**src/rtl/store_buffer_pkg.sv**
```systemverilog
// Shared store-buffer types: entry layout, drain FSM states, ROB tag width and TBUS op encodings.
package store_buffer_pkg;

   localparam int ROB_SIZE_LOG  = 6;
   localparam int TBUS_OPTYPE_W = 2;

   localparam logic [TBUS_OPTYPE_W-1:0] TBUS_OP_READ  = 2'd0;
   localparam logic [TBUS_OPTYPE_W-1:0] TBUS_OP_WRITE = 2'd1;

   typedef struct packed {
      logic [63:0]             addr;
      logic [63:0]             data;
      logic [63:0]             mask;
      logic                    rob_flag;
      logic [ROB_SIZE_LOG-1:0] rob_idx;
   } sb_entry_t;

   typedef enum logic [1:0] {
      SB_IDLE = 2'd0,
      SB_REQ  = 2'd1,
      SB_WAIT = 2'd2
   } sb_state_e;

endpackage

```
**src/rtl/robidx_younger.sv**
```systemverilog
// ROB-age compare: o_younger is high when {i_flag,i_idx} is strictly younger than the flush tag.
// Purely combinational; equal tags are not younger.
module robidx_younger
   import store_buffer_pkg::*;
(
   input  logic                    i_flush_flag,
   input  logic [ROB_SIZE_LOG-1:0] i_flush_idx,
   input  logic                    i_flag,
   input  logic [ROB_SIZE_LOG-1:0] i_idx,
   output logic                    o_younger
);

   assign o_younger = (i_flush_flag ^ i_flag) ^ (i_flush_idx < i_idx);

endmodule

```
**src/rtl/store_buffer.sv**
```systemverilog
// Circular store buffer draining committed stores to TBUS; index_valid one cycle after head commits,
// enq_ready = ~full from registered state. STORE_BUFFER_FWD_EN adds a combinational forwarding lookup.
module store_buffer
   import store_buffer_pkg::*;
#(
   parameter int SB_DEPTH = 8
) (
   input  logic                     clock,
   input  logic                     reset_n,
   input  logic                     enq_valid,
   output logic                     enq_ready,
   input  logic [63:0]              enq_addr,
   input  logic [63:0]              enq_data,
   input  logic [63:0]              enq_mask,
   input  logic                     enq_robidx_flag,
   input  logic [ROB_SIZE_LOG-1:0]  enq_robidx,
   input  logic                     commit_valid,
   input  logic                     flush_valid,
   input  logic                     flush_robidx_flag,
   input  logic [ROB_SIZE_LOG-1:0]  flush_robidx,
   output logic                     sb2arb_tbus_index_valid,
   input  logic                     sb2arb_tbus_index_ready,
   output logic [63:0]              sb2arb_tbus_index,
   output logic [63:0]              sb2arb_tbus_write_data,
   output logic [63:0]              sb2arb_tbus_write_mask,
   input  logic                     sb2arb_tbus_operation_done,
   output logic [TBUS_OPTYPE_W-1:0] sb2arb_tbus_operation_type,
   output logic                     sb_empty
`ifdef STORE_BUFFER_FWD_EN
   ,
   input  logic [63:0]              fwd_addr,
   output logic [63:0]              fwd_data,
   output logic [63:0]              fwd_mask
`endif
);

   localparam int IDX_W = $clog2(SB_DEPTH);
   localparam int PTR_W = IDX_W + 1;
   localparam logic [PTR_W-1:0] PTR_ONE = PTR_W'(1);

   sb_entry_t           r_ent [SB_DEPTH];
   logic [SB_DEPTH-1:0] r_vld, r_cmt;
   logic [PTR_W-1:0]    r_head, r_tail, r_cptr;
   sb_state_e           r_state;

   sb_state_e           w_state_nxt;
   logic [IDX_W-1:0]    w_head_idx;
   logic                w_full, w_has_uncmt, w_commit, w_pop, w_enq_young, w_enq_fire, w_found;
   logic [PTR_W-1:0]    w_cptr_nxt, w_uncmt_cnt, w_flush_tail, w_pos;
   logic [SB_DEPTH-1:0] w_young, w_kill;
   logic                w_unused_lsb;

   assign w_head_idx   = r_head[IDX_W-1:0];
   assign w_full       = (r_head[IDX_W-1:0] == r_tail[IDX_W-1:0]) && (r_head[IDX_W] != r_tail[IDX_W]);
   assign sb_empty     = (r_head == r_tail);
   assign enq_ready    = ~w_full;
   assign w_has_uncmt  = (r_cptr != r_tail);
   assign w_commit     = commit_valid & w_has_uncmt;
   assign w_cptr_nxt   = r_cptr + (w_commit ? PTR_ONE : '0);
   assign w_uncmt_cnt  = r_tail - w_cptr_nxt;
   assign w_pop        = (r_state == SB_WAIT) & sb2arb_tbus_operation_done;
   assign w_unused_lsb = ^r_ent[w_head_idx].addr[2:0];

   for (genvar g = 0; g < SB_DEPTH; g++) begin : g_age
      robidx_younger u_age (
         .i_flush_flag (flush_robidx_flag),
         .i_flush_idx  (flush_robidx),
         .i_flag       (r_ent[g].rob_flag),
         .i_idx        (r_ent[g].rob_idx),
         .o_younger    (w_young[g])
      );
   end

   robidx_younger u_enq_age (
      .i_flush_flag (flush_robidx_flag),
      .i_flush_idx  (flush_robidx),
      .i_flag       (enq_robidx_flag),
      .i_idx        (enq_robidx),
      .o_younger    (w_enq_young)
   );

   // Uncommitted entries are age-ordered, so the first younger one marks the new tail.
   always_comb begin
      w_flush_tail = r_tail;
      w_found      = 1'b0;
      w_kill       = '0;
      w_pos        = '0;
      for (int k = 0; k < SB_DEPTH; k++) begin
         w_pos = w_cptr_nxt + PTR_W'(k);
         if (flush_valid && (PTR_W'(k) < w_uncmt_cnt) && w_young[w_pos[IDX_W-1:0]]) begin
            w_kill[w_pos[IDX_W-1:0]] = 1'b1;
            if (!w_found) begin
               w_found      = 1'b1;
               w_flush_tail = w_pos;
            end
         end
      end
   end

   assign w_enq_fire = enq_valid & ~w_full & ~(flush_valid & w_enq_young);

   always_ff @(posedge clock or negedge reset_n) begin
      if (!reset_n) begin
         r_vld  <= '0;
         r_cmt  <= '0;
         r_head <= '0;
         r_tail <= '0;
         r_cptr <= '0;
      end else begin
         assert (!(commit_valid && !w_has_uncmt));
         r_vld <= r_vld & ~w_kill;
         if (w_pop) begin
            r_vld[w_head_idx] <= 1'b0;
            r_cmt[w_head_idx] <= 1'b0;
            r_head            <= r_head + PTR_ONE;
         end
         if (w_commit) r_cmt[r_cptr[IDX_W-1:0]] <= 1'b1;
         if (w_enq_fire) begin
            r_vld[w_flush_tail[IDX_W-1:0]] <= 1'b1;
            r_cmt[w_flush_tail[IDX_W-1:0]] <= 1'b0;
         end
         r_tail <= w_flush_tail + (w_enq_fire ? PTR_ONE : '0);
         r_cptr <= w_cptr_nxt;
      end
   end

   always_ff @(posedge clock) begin
      if (w_enq_fire) begin
         r_ent[w_flush_tail[IDX_W-1:0]] <= '{addr: enq_addr, data: enq_data, mask: enq_mask,
                                             rob_flag: enq_robidx_flag, rob_idx: enq_robidx};
      end
   end

   always_ff @(posedge clock or negedge reset_n) begin
      if (!reset_n) r_state <= SB_IDLE;
      else          r_state <= w_state_nxt;
   end

   always_comb begin
      w_state_nxt                = r_state;
      sb2arb_tbus_index_valid    = 1'b0;
      sb2arb_tbus_index          = '0;
      sb2arb_tbus_write_data     = '0;
      sb2arb_tbus_write_mask     = '0;
      sb2arb_tbus_operation_type = TBUS_OP_READ;
      case (r_state)
         SB_IDLE: if (r_vld[w_head_idx] && r_cmt[w_head_idx]) w_state_nxt = SB_REQ;
         SB_REQ: begin
            sb2arb_tbus_index_valid    = 1'b1;
            sb2arb_tbus_index          = {r_ent[w_head_idx].addr[63:3], 3'b000};
            sb2arb_tbus_write_data     = r_ent[w_head_idx].data;
            sb2arb_tbus_write_mask     = r_ent[w_head_idx].mask;
            sb2arb_tbus_operation_type = TBUS_OP_WRITE;
            if (sb2arb_tbus_index_ready) w_state_nxt = SB_WAIT;
         end
         SB_WAIT: if (sb2arb_tbus_operation_done) w_state_nxt = SB_IDLE;
         default: w_state_nxt = SB_IDLE;
      endcase
   end

`ifdef STORE_BUFFER_FWD_EN
   logic             w_unused_fwd;
   logic [IDX_W-1:0] w_fidx;
   assign w_unused_fwd = ^fwd_addr[2:0];

   // Walk oldest to youngest so younger stores overwrite each byte they touch.
   always_comb begin
      fwd_data = '0;
      fwd_mask = '0;
      w_fidx   = '0;
      for (int k = 0; k < SB_DEPTH; k++) begin
         w_fidx = w_head_idx + IDX_W'(k);
         if (r_vld[w_fidx] && (r_ent[w_fidx].addr[63:3] == fwd_addr[63:3])) begin
            for (int b = 0; b < 8; b++) begin
               if (|r_ent[w_fidx].mask[8*b +: 8]) begin
                  fwd_mask[8*b +: 8] = r_ent[w_fidx].mask[8*b +: 8];
                  fwd_data[8*b +: 8] = r_ent[w_fidx].data[8*b +: 8] & r_ent[w_fidx].mask[8*b +: 8];
               end
            end
         end
      end
   end
`endif

endmodule

```
**config.mk**
```make
export PLATFORM = sky130hd
export DESIGN_NAME = store_buffer
export DESIGN_NICKNAME = d
export VERILOG_FILES = /design/src/rtl/store_buffer_pkg.sv /design/src/rtl/robidx_younger.sv /design/src/rtl/store_buffer.sv
export SDC_FILE = /design/constraint.sdc
export NUM_CORES = 2
export LEC_CHECK = 0
export CORE_MARGIN = 3
export CORE_UTILIZATION = 59
export CTS_CLUSTER_DIAMETER = 40
export DETAILED_ROUTE_END_ITERATION = 10
export PLACE_DENSITY_LB_ADDON = 0.2
export SETUP_SLACK_MARGIN = 0.02
export SYNTH_ARGS = -nofsm -noshare
export SYNTH_HDL_FRONTEND = slang
export SYNTH_SLANG_ARGS = --single-unit
```
**constraint.sdc**
```tcl
create_clock -name clock -period 21 [get_ports clock]
set_clock_uncertainty 0.05 [all_clocks]
set_input_delay 6.3 -clock clock [delete_from_list [all_inputs] [get_ports clock]]
set_output_delay 6.3 -clock clock [all_outputs]
set_load 0.01 [all_outputs]
```
After elaboration in Yosys (flattened, before gate mapping). Memory sizes are Yosys's and may differ from the RTL's. Index checks and enable logic that the tools add are counted.

Bits in registers: 30. Bits in writable memories: 1592. Bits of input ports: 213. Output and inout port bits: 197. Memories kept: 1.

Memories: r_ent (words 8, bits a word 199, read ports 9, clocked after Yosys merged registers in 0, write ports 1, line store_buffer.sv:41) `sb_entry_t r_ent [SB_DEPTH];`.

Add/sub/neg operators: 11. Magnitude comparators: 39. Equal/unequal tests: 9. Muxes and demuxes: 90. Bitwise operators: 41. Reductions and logical operators: 31.

Operators by type and width (count): 64-bit two-way mux (3); 8-bit two-way mux (13); 8-bit bitwise OR (9); 4-bit two-way mux (15); 6-bit less-than comparator (9); 3-bit by 4-bit less-than comparator with 1-bit output (second input constant) (11); 1-bit two-way mux (34); 1-bit demux with 3-bit select (11); 3-bit by 1-bit greater-or-equal comparator with 1-bit output (second input constant) (11); 8-bit AND (4); 1-bit binary-select mux with 3-bit select (10); 1-bit logical AND (29); 8-bit inverter (3); 1-bit XOR (18); 4-bit by 3-bit adder with 4-bit output (second input constant) (4); 3-bit by 4-bit less-than comparator with 1-bit output (first input constant) (4); 4-bit by 1-bit adder with 4-bit output (2); 4-bit by 1-bit adder with 4-bit output (second input constant) (2); 4-bit by 2-bit adder with 4-bit output (second input constant) (2); 1-bit by 4-bit less-than comparator with 1-bit output (first input constant) (2); 2-bit by 4-bit less-than comparator with 1-bit output (first input constant) (2); 2-bit two-way mux (3); 2-bit != test (second input constant) (3); 2-bit case mux with 3 select lines (1); other kinds (11) (16).

Depth between registers and ports, before layout.
Depth in word-level cells: 30. Mapped depth: 23. Gate-level depth less buffers: 21.

By module. From an unflattened synthesis, not the netlist that was laid out.

Cells, all modules: 3015. Area, all modules: 63551.0 sq um.

Modules (own cells, without submodules): store_buffer (instances 1, cells each 2844, area each 62210.9 sq um); robidx_younger (instances 9, cells each 19, area each 148.9 sq um).

Least setup slack after synthesis. Ideal clock, no wire load.

Path kind: input-to-reg. Start point: input commit_valid. End point: memory r_ent[5][0] (netlist name) (enable). Library setup time: 0.992 ns. Arrival: 23.123 ns. Required time: 19.958 ns. Path slack: -3.166 ns. Stages: 19. Buffers on the path: 1. Cell sequence: o41ai_1 > inv_1 > ha_1 > ha_1 > buf_1 > inv_1 > ha_1 > inv_1 > nand2_1 > nor2_1 > mux2i_1 > o2111ai_1 > or3_4 > a31oi_1 > nor4_1 > or4_1 > o211ai_2 > nand2_2 > nor3_1.

Longest elaborated chain between the ends: 22. Elaborated cells on any way between the ends: 73. Classes of those cells: add/sub (9); order compare (8); mux (39); bitwise (1); reduce/logical (16).

Ends and longest elaborated chain: from (decl) (line store_buffer.sv:17) `input logic commit_valid,`; 1-bit AND (*) (line store_buffer.sv:58) `assign w_commit = commit_valid & w_has_uncmt;`; 1-bit two-way mux (*) (line store_buffer.sv:59) `assign w_cptr_nxt = r_cptr + (w_commit ? PTR_ONE : '0);`; 4-bit by 1-bit adder with 4-bit output (*) (line store_buffer.sv:59); 4-bit subtractor (line store_buffer.sv:60) `assign w_uncmt_cnt = r_tail - w_cptr_nxt;`; 1-bit by 4-bit less-than comparator with 1-bit output (line store_buffer.sv:90) `if (flush_valid && (PTR_W'(k) < w_uncmt_cnt) && w_young[w_pos[IDX_W-1:0]]) begin`; 1-bit logical AND (2 in a row) (line store_buffer.sv:90); 4-bit two-way mux or 1-bit two-way mux (tied branches) (line store_buffer.sv:90); 4-bit two-way mux (line store_buffer.sv:92) `if (!w_found) begin`; [... 5 more ...]; 4-bit two-way mux (line store_buffer.sv:92); 4-bit two-way mux (line store_buffer.sv:90); 4-bit two-way mux (line store_buffer.sv:92); 4-bit two-way mux (line store_buffer.sv:90); 4-bit two-way mux (line store_buffer.sv:92); 4-bit two-way mux (line store_buffer.sv:90); 4-bit two-way mux (line store_buffer.sv:92); 4-bit two-way mux (*) (line store_buffer.sv:90); to (decl) (line store_buffer.sv:41).

Every way passes the cells marked *; elsewhere a longest branch is shown, timed or not. The select of a mux whose other input is x is not followed.

Worst setup path after layout.
Start point: input commit_valid. End point: memory r_ent[3][36] (netlist name) (enable).

Longest elaborated chain between the ends: 22. Elaborated cells on any way between the ends: 73. Classes of those cells: add/sub (9); order compare (8); mux (39); bitwise (1); reduce/logical (16).

Ends and longest elaborated chain: 1-bit AND (*) (line store_buffer.sv:58); 1-bit two-way mux (*) (line store_buffer.sv:59); 4-bit by 1-bit adder with 4-bit output (*) (line store_buffer.sv:59); net w_cptr_nxt[0] (line store_buffer.sv:49) `logic [PTR_W-1:0] w_cptr_nxt, w_uncmt_cnt, w_flush_tail, w_pos;`; 4-bit subtractor (line store_buffer.sv:60); 1-bit by 4-bit less-than comparator with 1-bit output (line store_buffer.sv:90); 1-bit logical AND (2 in a row) (line store_buffer.sv:90); 4-bit two-way mux or 1-bit two-way mux (tied branches) (line store_buffer.sv:90); [... 6 more ...]; 4-bit two-way mux (line store_buffer.sv:92); 4-bit two-way mux (line store_buffer.sv:90); 4-bit two-way mux (line store_buffer.sv:92); 4-bit two-way mux (line store_buffer.sv:90); 4-bit two-way mux (line store_buffer.sv:92); 4-bit two-way mux (line store_buffer.sv:90); 4-bit two-way mux (line store_buffer.sv:92); 4-bit two-way mux (*) (line store_buffer.sv:90).

Mark *: on every way through the listed nets, which the timed path passes. The rest lies on a longest branch. The select of a mux whose other input is x is not followed.

==> impl_metrics.tcl <==
set metrics [dict create \
    status "complete, no violations" \
    finalSetupTns_ps 0 \
    period_minus_slack_ps 14010 \
    ys.flop_type "edfxtp_1" \
    grt_max_degree 183 \
    drtPass1Iterations 6 \
    max_cap_violations 0 \
    yosys.area_share.xor_xnor 0.00788 \
    clk_path_buf_depth 3 \
    vias 38300 \
    place_area_mm2 0.0709 \
    dieHeight_um 339 \
    io_buffers 402 \
    clk_latency_ps 780 \
    cts_root_buffer "clkbuf_16" \
    timing.rr.start "r_cptr[2]" \
    grt_pass1_wl_mm 239 \
    slew_viol_final 0 \
    post_synth.cell_area_avg_um2 15.7 \
    synth_compound_area_frac 0.0816 \
    cts_tree "done" \
    ios 410 \
    synth_area_leaders "edfxtp_1, mux2_2, a22oi_1" \
    path_class "in2reg" \
    synth_largest_area_cell "edfxtp_1" \
    synth_edf_count 1568 \
    post_cts.repair.setup_buffers 0 \
    antenna_found_initial 33 \
    track_usage 0.273 \
    cts.repair.resized 0 \
    holdBufCountCts 0 \
    worst_pin_slew_ps 1110 \
    timing.final.crit_share 0.667 \
    first_iter_violations 3409 \
    wl_per_cell_um 25.5 \
    synth.ff_latch_count 1598 \
    worst-path-max-fanout 53 \
    rsz0062_at_grt "no" \
    hold_class "reg2reg" \
    required_ps 21340 \
    hpwl_mm 83.1 \
    synth.top_cell.area_share 0.720 \
    die_w_um 339 \
    ys_warn_count 0 \
    min_from "r_head[3]" \
    yosys.area_share.simple 0.0500 \
    core_mm2 0.109 \
    finalSetupViolCount 0 \
    initial_core_util 0.598 \
    hold_viol 0 \
    nNetsFinal 4825 \
    relSlewSlack 0.258 \
    synth_area_mm2 0.0654 \
    die_area_mm2 0.115 \
    place_congestion 0.935 \
    viasPerCell 6.17 \
    placedCellCount 5855 \
    synth_adder_area_share 0.0107 \
    cp-end-kind "flip-flop" \
    seq_area_frac_synth 0.731 \
    cp-startpoint "commit_valid" \
    synthArstFlopShare 0.0188 \
    synth_mux_area_frac 0.0995 \
    overflow 0 \
    start_kind "input pin" \
    fmax_mhz 71.4 \
    synth_top_family_by_area "multiplexers" \
    finalNonFillerCells 6203 \
    grt_pass1_vias 38800 \
    cp_data_arrival_time_ps 14350 \
    drc_errors 0 \
    numCtsBuffers 176 \
    drt.antenna.violating_nets 0 \
    clk_pin_slew_ps 60 \
    synthDistinctLibCells 81 \
    postLayoutCellArea_mm2 0.0768 \
    wl_mm 158 \
    area_growth_pct 17.4 \
    cts_sinks 1598 \
    rows 121 \
    drive_gt1_frac 0.159 \
    cts_htree_levels 4 \
    synthCells 4178 \
]
==> per-stage QoR <==
step / utilization / hold WS [ps] / setup slack, ps
4_1_cts: 0.701 / 467 / 7230
3_5_place_dp: 0.648 / 447 / 6400
5_1_grt: 0.702 / 491 / 6570
6_report: 0.702 / 465 / 6990
3_3_place_gp: 0.648 / 438 / 6320
2_1_floorplan: - / 398 / 2220
==> synth_stat cells, types with 7 or more instances <==
master and number:
and2_1 7, edfxtp_1 1568, a22oi_1 385, o21ai_0 24
nand2b_1 14, a21oi_1 53, buf_4 10, nand2_1 60
clkbuf_1 195, buf_1 47, mux2i_1 215, inv_1 62
nand3_1 14, ha_1 55, xnor2_1 31, nand4_1 12
o2111ai_1 10, o22ai_1 198, nor3_1 30, dfrtp_1 30
o21a_1 7, nor2_1 629, mux2_2 383, xor2_1 16
==> cell usage in the layout, fill, tap and decap left out, types with 18 or more instances in the layout <==
master / n
nand2_1: 59
mux2_2: 383
o21ai_0: 23
nor3_1: 28
inv_1: 62
ha_1: 55
inv_6: 18
nor2_1: 623
clkbuf_16: 177
dfrtp_1: 27
clkbuf_1: 38
diode_2: 24
a21oi_1: 53
clkinv_1: 27
o22ai_1: 198
xnor2_1: 31
buf_4: 45
bufinv_16: 19
edfxtp_1: 1568
clkdlybuf4s50_1: 402
a22oi_1: 385
mux2i_1: 215
==> layer usage <==
metal	routed length, µm	up-vias	track usage
li1	-	17000	-
met1	64900	19500	0.370
met2	77000	1449	0.444
met3	12200	262	0.0579
met4	4060	20	0.0954
met5	159	-	0
==> cells by family after synthesis <==
logic type	count (synthesis)
fa+ha+maj	56
flops	1598
simple gates	802
compound gates	748
xor+xnor	52
mux	600
buf+inv	321
other cells	1
==> flip-flops by register name, indices dropped and copies added, names as in the netlist <==
signal   flops
r_cmt        8
r_cptr       4
r_ent     1568
r_head       4
r_state      2
r_tail       4
r_vld        8
==> layout make-up <==
class                           count  area, µm²
Multi-Input combinational cell   2262      16400
Antenna cell                       24       60.1
Tap cell                         1476       1850
Fill cell                        7124      32600
Inverter                           64        243
Sequential cell                  1598      47800
Clock inverter                    109       1290
Timing Repair Buffer              455       4520
Clock buffer                      215       4570
==> path summary, 6_finish.rpt <==
| check | cells past startpoint | slack, ps | endpoint |
|---|---|---|---|
| min | 1 | 460 | r_head[3] |
| min in group asynchronous | 2 | 5880 | r_head[3] |
| min reg2reg | 1 | 460 | r_head[3] |
| max in group asynchronous | 2 | 14670 | r_head[2] |
| max | 21 | 6990 | r_ent[3][36] |
| max reg2reg | 21 | 11740 | r_ent[3][36] |
==> worst max-delay path: stages <==
cell and delay, ps:
clkdlybuf4s50_1 410, o41ai_1 90, inv_1 150, ha_1 300, buf_4 350, clkinv_1 540
ha_1 620, inv_1 210, nand2_1 190, nor2_1 60, mux2i_1 230, o2111ai_1 320
nor3_1 560, nor2_1 220, a21oi_1 190, o221ai_1 150, a32o_1 330, nor2_1 410
and3_4 900, buf_4 890, buf_4 760
Power is left out: the tool's default activity adds up to more than one toggle a clock period on the data nets, which glitch-free logic cannot reach.
